[config.mk]
export PLATFORM = sky130hd
export DESIGN_NAME = serial_word_collector
export DESIGN_NICKNAME = d
export VERILOG_FILES = /design/src/rtl/serial_word_collector.sv
export SDC_FILE = /design/constraint.sdc
export NUM_CORES = 1
export LEC_CHECK = 0
export ABC_AREA = 1
export ABC_CLOCK_PERIOD_IN_PS = 1400
export BUFFER_PORTS_ARGS = -buffer_cell sky130_fd_sc_hd__buf_2
export CAP_MARGIN = 20
export CORE_MARGIN = 2
export CORE_UTILIZATION = 25
export DETAILED_ROUTE_END_ITERATION = 12
export SYNTH_ARGS = -nofsm -noshare
export SYNTH_HDL_FRONTEND = slang
export SYNTH_SLANG_ARGS = --single-unit
export TNS_END_PERCENT = 1
[constraint.sdc]
create_clock -name CLK -period 1.4 [get_ports CLK]
set_input_delay 0.28 -clock CLK [delete_from_list [all_inputs] [get_ports CLK]]
set_output_delay 0.28 -clock CLK [all_outputs]
set_load 0.02 [all_outputs]
[src/rtl/serial_word_collector.sv]
// Collects a qualified serial bit stream into WIDTH-bit parallel words, strobing each completed
// word, flagging frames aborted mid-word and keeping a saturating completed-word count.
module serial_word_collector #(
  parameter int unsigned WIDTH     = 8,
  parameter bit          LSB_FIRST = 1'b1,
  parameter int unsigned CNT_W     = 8
) (
  input  logic             CLK,
  input  logic             RST,
  input  logic             IN,
  input  logic             IN_Valid,
  output logic [WIDTH-1:0] Word,
  output logic             Word_Valid,
  output logic             Frame_Err,
  output logic             Busy,
  output logic [CNT_W-1:0] Word_Count
);

  localparam int unsigned CW = $clog2(WIDTH);

  typedef enum logic [0:0] {StIdle, StShift} state_e;

  state_e           r_state, w_state_next;
  logic [WIDTH-1:0] r_shift, w_shift_next, w_assembled;
  logic [CW-1:0]    r_cnt, w_cnt_next, w_pos;
  logic [WIDTH-1:0] r_word, w_word_next;
  logic             r_word_valid, w_word_valid_next;
  logic             r_frame_err, w_frame_err_next;
  logic             r_busy, w_busy_next;
  logic [CNT_W-1:0] r_count, w_count_next;
  logic             w_last;

  // Destination bit of the current sample; the counter is 0 in IDLE so this covers bit 0 too.
  assign w_pos  = LSB_FIRST ? r_cnt : (CW'(WIDTH - 1) - r_cnt);
  assign w_last = (r_state == StShift) && (r_cnt == CW'(WIDTH - 1));

  always_comb begin
    w_assembled        = (r_state == StIdle) ? '0 : r_shift;
    w_assembled[w_pos] = IN;
  end

  always_ff @(posedge CLK or posedge RST) begin
    if (RST) begin
      r_state <= StIdle;
    end else begin
      r_state <= w_state_next;
    end
  end

  always_comb begin
    w_state_next = r_state;
    unique case (r_state)
      StIdle:  if (IN_Valid) w_state_next = StShift;
      StShift: if (!IN_Valid || w_last) w_state_next = StIdle;
      default: w_state_next = StIdle;
    endcase
  end

  always_comb begin
    w_shift_next      = r_shift;
    w_cnt_next        = r_cnt;
    w_word_next       = r_word;
    w_word_valid_next = 1'b0;
    w_frame_err_next  = 1'b0;
    w_count_next      = r_count;
    w_busy_next       = (w_state_next == StShift);
    unique case (r_state)
      StIdle: begin
        if (IN_Valid) begin
          w_shift_next = w_assembled;
          w_cnt_next   = CW'(1);
        end
      end
      StShift: begin
        if (!IN_Valid) begin
          w_frame_err_next = 1'b1;
          w_shift_next     = '0;
          w_cnt_next       = '0;
        end else if (w_last) begin
          w_word_next       = w_assembled;
          w_word_valid_next = 1'b1;
          w_shift_next      = '0;
          w_cnt_next        = '0;
          if (r_count != {CNT_W{1'b1}}) w_count_next = r_count + CNT_W'(1);
        end else begin
          w_shift_next = w_assembled;
          w_cnt_next   = r_cnt + CW'(1);
        end
      end
      default: begin
        w_shift_next = '0;
        w_cnt_next   = '0;
      end
    endcase
  end

  always_ff @(posedge CLK or posedge RST) begin
    if (RST) begin
      r_shift      <= '0;
      r_cnt        <= '0;
      r_word       <= '0;
      r_word_valid <= 1'b0;
      r_frame_err  <= 1'b0;
      r_busy       <= 1'b0;
      r_count      <= '0;
    end else begin
      r_shift      <= w_shift_next;
      r_cnt        <= w_cnt_next;
      r_word       <= w_word_next;
      r_word_valid <= w_word_valid_next;
      r_frame_err  <= w_frame_err_next;
      r_busy       <= w_busy_next;
      r_count      <= w_count_next;
    end
  end

  assign Word       = r_word;
  assign Word_Valid = r_word_valid;
  assign Frame_Err  = r_frame_err;
  assign Busy       = r_busy;
  assign Word_Count = r_count;

endmodule

# After elaboration in Yosys (flattened, before gate mapping)
# Cells that the tools add are included.
[classes]
n_lt_le_gt_ge = 2
addsub = 2
n_reduce_logical = 6
eq_ne = 3
bitwise = 1
n_mux = 20
[ops]
columns = ["operator", "count"]
rows = [
  ["two-way mux 8 bit", 4],
  ["case mux 8 bit (2 select lines)", 1],
  ["two-way mux 3 bit", 3],
  ["adder 8 x 1 -> 8 bit, second input constant", 1],
  ["bitwise mux 8 bit", 1],
  ["two-way mux 1 bit", 8],
  ["!= test 8 bit, second input constant", 1],
  ["case mux 3 bit (2 select lines)", 1],
  ["< comparator 3 x 4 -> 1 bit, second input constant", 1],
  ["AND reduction 4 bit", 1],
  ["adder 3 x 1 -> 3 bit, second input constant", 1],
  ["demux 1 bit (select 3 bit)", 1],
  ["== test 3 bit, second input constant", 1],
  [">= comparator 3 x 1 -> 1 bit, second input constant", 1],
  ["AND reduction 3 bit", 1],
  ["logical AND 1 bit", 2],
  ["!= test 2 bit, second input constant", 1],
  ["case mux 1 bit (2 select lines)", 1],
  ["logical NOT 1 bit", 1],
  ["logical OR 1 bit", 1],
  ["NOT 1 bit", 1],
]
[word_totals]
reg_bits = 30
out_inout_bits = 19
wordCells = 41

# Longest topological paths before layout
# Gate-level depths: netlist of run 1.
[depth]
word_depth = 8
depth_mapped = 9
ltp_nobuf = 8

# Worst setup path before layout of run 1
# OpenSTA, ideal clock, no wires.
[synth_timing]
path_type = "register to register"
startpoint = "register r_cnt[0]"
endpoint = "register r_count[4], in the netlist Word_Count[4]"
path_buffers = 1
setup_time_ns = 0.117
t_arrival_ns = 1.327
period_less_slack_ns = 1.443
stages_incl_launch_ff = 10
path_slack_ns = -0.043
cell_sequence = "dfrtp_1 > ha_1 > ha_1 > nand2_1 > nor2_4 > buf_6 > nand2_8 > inv_4 > nand2_1 > nand2_1"
[synth_via]
elab_chain_len = 3
[synth_lines]
columns = ["item", "line_no", "source"]
rows = [
  ["from (decl)", "25", "logic [CW-1:0] r_cnt, w_cnt_next, w_pos;"],
  ["from (signal assigned)", "108", "r_cnt <= w_cnt_next;"],
  ["== test 3 bit", "35", "assign w_last = (r_state == StShift) && (r_cnt == CW'(WIDTH - 1));"],
  ["logical AND 1 bit", "35", ""],
  ["AND reduction 4 bit (no line)", "-", ""],
  ["to (signal assigned)", "113", "r_count <= w_count_next;"],
  ["to (decl)", "30", "logic [CNT_W-1:0] r_count, w_count_next;"],
]
# Every way passes these cells.
# A chain may end at the register's enable or synchronous reset.

# Final worst setup path of run 1
[layout_timing]
startpoint = "register r_cnt[0]"
endpoint = "register r_count[0], in the netlist Word_Count[0]"
# The elaborated chain is that of the path after synthesis.

==> results.sh, run 1 <==
export IMPL_slew_viol_final=0
export IMPL_syn_num_nets=192
export IMPL_first_pass_iters=4
export IMPL_seqPwrFrac_pct=51.1
export IMPL_cts_htree_levels=2
export IMPL_placementRows=28
export IMPL_tns_ns=0
export IMPL_switchingPower_uw=495
export IMPL_drc=0
export IMPL_pwr_share_clk_pct=34.9
export IMPL_grt_max_degree=31
export IMPL_worst_pin_slew_ns=0.373
export IMPL_synth_top_area_cell="dfrtp_1"
export IMPL_die_w_um=80.9
export IMPL_synth_seq_area_share_pct=50.7
export IMPL_core_um2=5820
export IMPL_setup_worst_path_class="reg -> reg"
export IMPL_wl_um=3170
export IMPL_dpl_hpwl_um=2410
export IMPL_cts_buffer_depth=2
export IMPL_port_buffers=22
export IMPL_grt_overflow=0
export IMPL_drive_above_1_share_pct=24.4
export IMPL_post_cts_resized=0
export IMPL_drtIter0Drc=95
export IMPL_rsz0062_at_grt="true"
export IMPL_synth_seq_cells=30
export IMPL_layout_commonest_cell="nand2_1"
export IMPL_synthToLayoutAreaGrowth_pct=26.9
export IMPL_finalSetupViolCount=0
export IMPL_required_ns=1.58
export IMPL_min_path_type="in -> async"
export IMPL_cts_root_buf="clkbuf_8"
export IMPL_final_cell_mix="nand2_1 (71), dfrtp_1 (29), nand3_1 (22), buf_2 (22), inv_1 (13)"
export IMPL_ys_types=20
export IMPL_outcome="finished clean"
export IMPL_maxCapViolations=0
export IMPL_swShare_pct=27.0
export IMPL_post_cts_repair_setup_buffers=0
export IMPL_synth_area_um2=1480
export IMPL_period_needed_ns=1.38
export IMPL_start_util_pct=25.5
export IMPL_yosysWarnings=0
export IMPL_grt_pass1_vias=1179
export IMPL_end_kind="register"
export IMPL_globalRouteTotalUtil_pct=10.9
export IMPL_powerDensity_nw_per_um2=976
export IMPL_cpMostUsedCell="nand2_1"
export IMPL_n_antenna_cell=0
export IMPL_finalNetCount=232
export IMPL_p_leak_nw=0.983
export IMPL_pin_count=23
export IMPL_routedWlPerCell_um=10.6
export IMPL_synth_cells=185
export IMPL_peakVddDrop_mv=0.289
export IMPL_cts_buffers=5
export IMPL_cts_tree="yes"
export IMPL_cp_start_kind="register"
export IMPL_hold_viol=0
export IMPL_routed_via_density=4.24
export IMPL_die_area_um2=6550
export IMPL_finalCoreUtilization_pct=32.3
export IMPL_worstPathArrival_ns=1.55
export IMPL_fmax_mhz=725
export IMPL_cts_hold_buf=0
export IMPL_placed_area_um2=1800
export IMPL_grt_antenna_before_repair=0
export IMPL_crit_chain="ha_1 -> ha_2 -> nand2_2 -> nor2_4 -> buf_12 -> nand2_8 -> inv_4 -> nand2_1 -> nand2_1"
export IMPL_crit_fanout=9
export IMPL_comb_power_share_pct=14.0
export IMPL_p_int_mw=1.34
export IMPL_synth_area_top_cells="dfrtp_1 (51%), nand2_1 (18%), nand3_1 (7.4%), inv_1 (3.6%), o21ai_0 (3.4%)"
export IMPL_skew_ns=0.00665
export IMPL_critPathMaxStageDelay_ns=0.40
export IMPL_gp_congestion=0.840
export IMPL_avgSynthCellArea_um2=8.00
export IMPL_worstSkewPairLatency_ns=0.28
export IMPL_design_area_um2=1880
export IMPL_clkSinkCount=30
export IMPL_clk_pin_slew_ns=0.06
export IMPL_drtAntennaViolNets=0
export IMPL_grt_pass1_wl_um=5420
export IMPL_min_period_over_period_pct=98.5
export IMPL_maxSlewHeadroom_pct=75.1
export IMPL_crit_path_top_delay_cell="dfrtp_2"
export IMPL_yosys_area_top_type_share_pct=50.7
export IMPL_vias=1272
export IMPL_die_h_um=80.9
[critical path, delay by kind of cell (launching register included)]
kind	cells	cell delay, ns
adder cells (fa/ha/maj)	2	0.38
buffers and inverters	2	0.18
flip-flops	1	0.40
AND/OR/NAND/NOR	5	0.33
[power by group through the flow]
stage	registers, mW	logic (mW)	clock network (mW)
after global placement	0.950	0.255	0
after floorplan	0.977	0.129	0
after detailed placement	0.952	0.261	0
after global routing	0.941	0.296	0.714
after CTS	0.937	0.261	0.665
final	0.936	0.257	0.639
[state kept, by name (all words and copies together) (netlist names)]
signal	cells
r_cnt	3
Frame_Err	1
Word_Count	8
Busy	1
r_shift	8
Word_Valid	1
Word	8
[logic make-up after synthesis]
logic type / after synthesis / synth area share, %
XOR/XNOR: 3 / 1.78
adder cells (fa/ha/maj): 3 / 2.54
buffers and inverters: 20 / 5.92
flip-flops: 30 / 50.7
AND/OR/NAND/NOR: 113 / 33.6
AO/OA/AOI/OAI: 16 / 5.41
[per-layer routing]
layer	GRT usage (%)	routed length, µm
met2	17.2	1490
met1	13.7	1500
met5	0	0
met4	5.59	71
met3	3.00	113
[layout make-up]
cell class / count / area (µm²)
Clock buffer: 5 / 68.8
Clock inverter: 2 / 10.0
Fill cell: 649 / 3940
Inverter: 17 / 66.3
Multi-Input combinational cell: 135 / 647
Sequential cell: 30 / 752
Tap cell: 75 / 93.8
Timing Repair Buffer: 36 / 240
[Yosys cell counts (all sizes together)]
cell   instances
nand2         74
dfrtp         30
nand3         22
inv           17
o21ai         15
nor2          11
nand4          6
buf            3
ha             3
xor2           2
a21oi          1
xnor2          1
[path summary, 6_finish.rpt]
| path | start | endpoint | slack [ns] | cells after the start |
|---|---|---|---|---|
| worst max register to register | r_cnt[0] | Word_Count[0] | 0.02 | 9 |
| min in group CLK | IN_Valid | Frame_Err | 0.25 | 2 |
| worst max-delay path | r_cnt[0] | Word_Count[0] | 0.02 | 9 |
| worst min register to register | Word[2] | Word[2] | 0.47 | 2 |
| max in group asynchronous | RST | r_cnt[0] | 1.04 | 3 |
| worst min-delay path | RST | Word_Count[4] | 0.06 | 3 |
[through the flow]
step                power, mW  worst slack [ns]  instances  hold slack, ns
floorplan                1.11            0.0150        185           0.346
global placement         1.21            0.0376        293           0.374
detailed placement       1.21            0.0140        293           0.381
CTS                      1.86            0.0107        300          0.0737
global route             1.95           -0.0637        300           0.103
finish                   1.83            0.0216        300          0.0600
(Power assumes the default switching activity.)
==> run 2, diff against run 1 <==
--- a/config.mk
+++ b/config.mk
@@ -13,2 +13,3 @@
 export CORE_UTILIZATION = 25
+export CTS_CLUSTER_SIZE = 24
 export DETAILED_ROUTE_END_ITERATION = 12
==> constraint.sdc (replaced) <==
create_clock -name CLK -period 1.4 [get_ports CLK]
set_input_delay 0.21 -clock CLK [delete_from_list [all_inputs] [get_ports CLK]]
set_output_delay 0.21 -clock CLK [all_outputs]
set_load 0.02 [all_outputs]
==> results.sh, run 2 (synthesis results as in run 1) <==
export IMPL_first_pass_iters=4
export IMPL_hold_viol=15
export IMPL_start_util_pct=25.5
export IMPL_grt_antenna_before_repair=0
export IMPL_end_kind="register"
export IMPL_grt_pass1_vias=1209
export IMPL_fillerInstances=645
export IMPL_peakVddDrop_mv=0.350
export IMPL_p_int_mw=1.40
export IMPL_cts_htree_levels=2
export IMPL_vias=1273
export IMPL_setup_worst_path_class="reg -> reg"
export IMPL_seqPwrFrac_pct=49.2
export IMPL_p_leak_nw=0.989
export IMPL_routedWlPerCell_um=10.5
export IMPL_comb_power_share_pct=13.5
export IMPL_skew_ns=0.0101
export IMPL_worstPathArrival_ns=1.56
export IMPL_fmax_mhz=726
export IMPL_cp_start_kind="register"
export IMPL_drc=0
export IMPL_slew_viol_final=0
export IMPL_drtAntennaViolNets=0
export IMPL_violations="hold timing"
export IMPL_clkSinkCount=30
export IMPL_finalSetupViolCount=0
export IMPL_finalNetCount=232
export IMPL_clk_pin_slew_ns=0.07
export IMPL_die_w_um=80.9
export IMPL_required_ns=1.58
export IMPL_globalRouteTotalUtil_pct=11.0
export IMPL_final_cell_mix="nand2_1 (71), dfrtp_1 (29), nand3_1 (22), buf_2 (22), inv_1 (13)"
export IMPL_wl_um=3160
export IMPL_min_path_type="in -> async"
export IMPL_swShare_pct=26.4
export IMPL_drive_above_1_share_pct=24.3
export IMPL_rsz0062_at_grt="true"
export IMPL_crit_fanout=9
export IMPL_layout_commonest_cell="nand2_1"
export IMPL_grt_overflow=0
export IMPL_worst_pin_slew_ns=0.383
export IMPL_worstSkewPairLatency_ns=0.28
export IMPL_n_antenna_cell=0
export IMPL_period_needed_ns=1.38
export IMPL_grt_max_degree=31
export IMPL_switchingPower_uw=502
export IMPL_cts_buffers=5
export IMPL_maxCapViolations=0
export IMPL_outcome="finished with violations"
export IMPL_synthToLayoutAreaGrowth_pct=27.7
export IMPL_cts_buffer_depth=2
export IMPL_routed_via_density=4.23
export IMPL_crit_start="r_cnt[0]"
export IMPL_die_h_um=80.9
export IMPL_r2r_start="r_cnt[0]"
export IMPL_drtIter0Drc=82
export IMPL_power_mw=1.90
export IMPL_holdWs_ns=-0.0114
export IMPL_dpl_hpwl_um=2360
export IMPL_finalCoreUtilization_pct=32.5
export IMPL_cts_tree="yes"
export IMPL_grt_pass1_wl_um=5510
export IMPL_maxSlewHeadroom_pct=74.5
export IMPL_min_period_over_period_pct=98.5
export IMPL_port_buffers=22
export IMPL_cts_root_buf="clkbuf_8"
export IMPL_powerDensity_nw_per_um2=1010
export IMPL_die_area_um2=6550
export IMPL_placementRows=28
export IMPL_pin_count=23
export IMPL_gp_congestion=0.838
export IMPL_core_um2=5820
export IMPL_pwr_share_clk_pct=37.3
## run 2: cell count changes in the layout (fill, tap and decap cells not counted), sizes merged
cell / delta
clkbuf: +2
clkinv: -1
## run 2: power by group through the flow
stage                     Clock (mW)  Combinational [mW]  Sequential, mW
after global routing           0.778               0.295           0.940
after CTS                      0.734               0.259           0.935
after detailed placement           0               0.259           0.951
after global placement             0               0.255           0.950
final                          0.710               0.256           0.936
after floorplan                    0               0.129           0.977
## run 2: area by class of cell
| type | instances | area [µm²] | area share, % |
|---|---|---|---|
| flip-flops and latches | 30 | 752 | 39.8 |
| clock inverters | 1 | 5.00 | 0.265 |
| inverters | 17 | 66.3 | 3.51 |
| multi-input cells | 135 | 647 | 34.2 |
| well taps | 75 | 93.8 | 4.96 |
| clock buffers | 7 | 86.3 | 4.57 |
| repair buffers | 36 | 240 | 12.7 |
## run 2: through the flow
stage	hold slack, ns	instances	setup TNS [ns]	instance area (µm²)	setup slack [ns]
final	-0.0114	301	0	1890	0.0216
after global placement	0.304	293	0	1800	0.0370
after CTS	0.00260	301	0	1890	0.0000924
after floorplan	0.276	185	0	1490	0.0150
after global routing	0.0366	301	-0.431	1890	-0.0543
after detailed placement	0.315	293	0	1800	0.0164
## run 2: path summary, 6_finish.rpt
check | endpoint | slack (ns) | cells after the start
setup / recovery | Word_Count[3] | 0.02 | 9
hold / removal | Word_Count[7] | -0.01 | 3
setup reg to reg | Word_Count[3] | 0.02 | 9
hold reg to reg | Word[2] | 0.47 | 2
max in group asynchronous | r_cnt[0] | 1.11 | 3
min in group CLK | Frame_Err | 0.17 | 2
## run 2: metal layers
| layer | global-route usage (%) | vias up | part of all wire, % |
|---|---|---|---|
| met1 | 14.4 | 573 | 48 |
| met2 | 17.2 | 18 | 46 |
| met5 | 0 | - | 0 |
| met4 | 4.07 | 0 | 1.8 |
| li1 | - | 677 | - |
| met3 | 3.00 | 5 | 3.4 |
## run 2: timing repair
| action | in CTS | in global routing |
|---|---|---|
| buffers inserted | 0 | 0 |
| hold buffers | 0 | 0 |
| setup endpoints to repair | 0 | 23 |
| gates resized for setup | 0 | 5 |
## run 2: critical path, stage by stage, from the launching register on
cell and delay (ns):
dfrtp_2 0.40, ha_1 0.20, ha_2 0.18, nand2_2 0.09, nor2_4 0.05, buf_12 0.13, nand2_8 0.08, inv_4 0.05
nand2_1 0.06, nand2_1 0.04
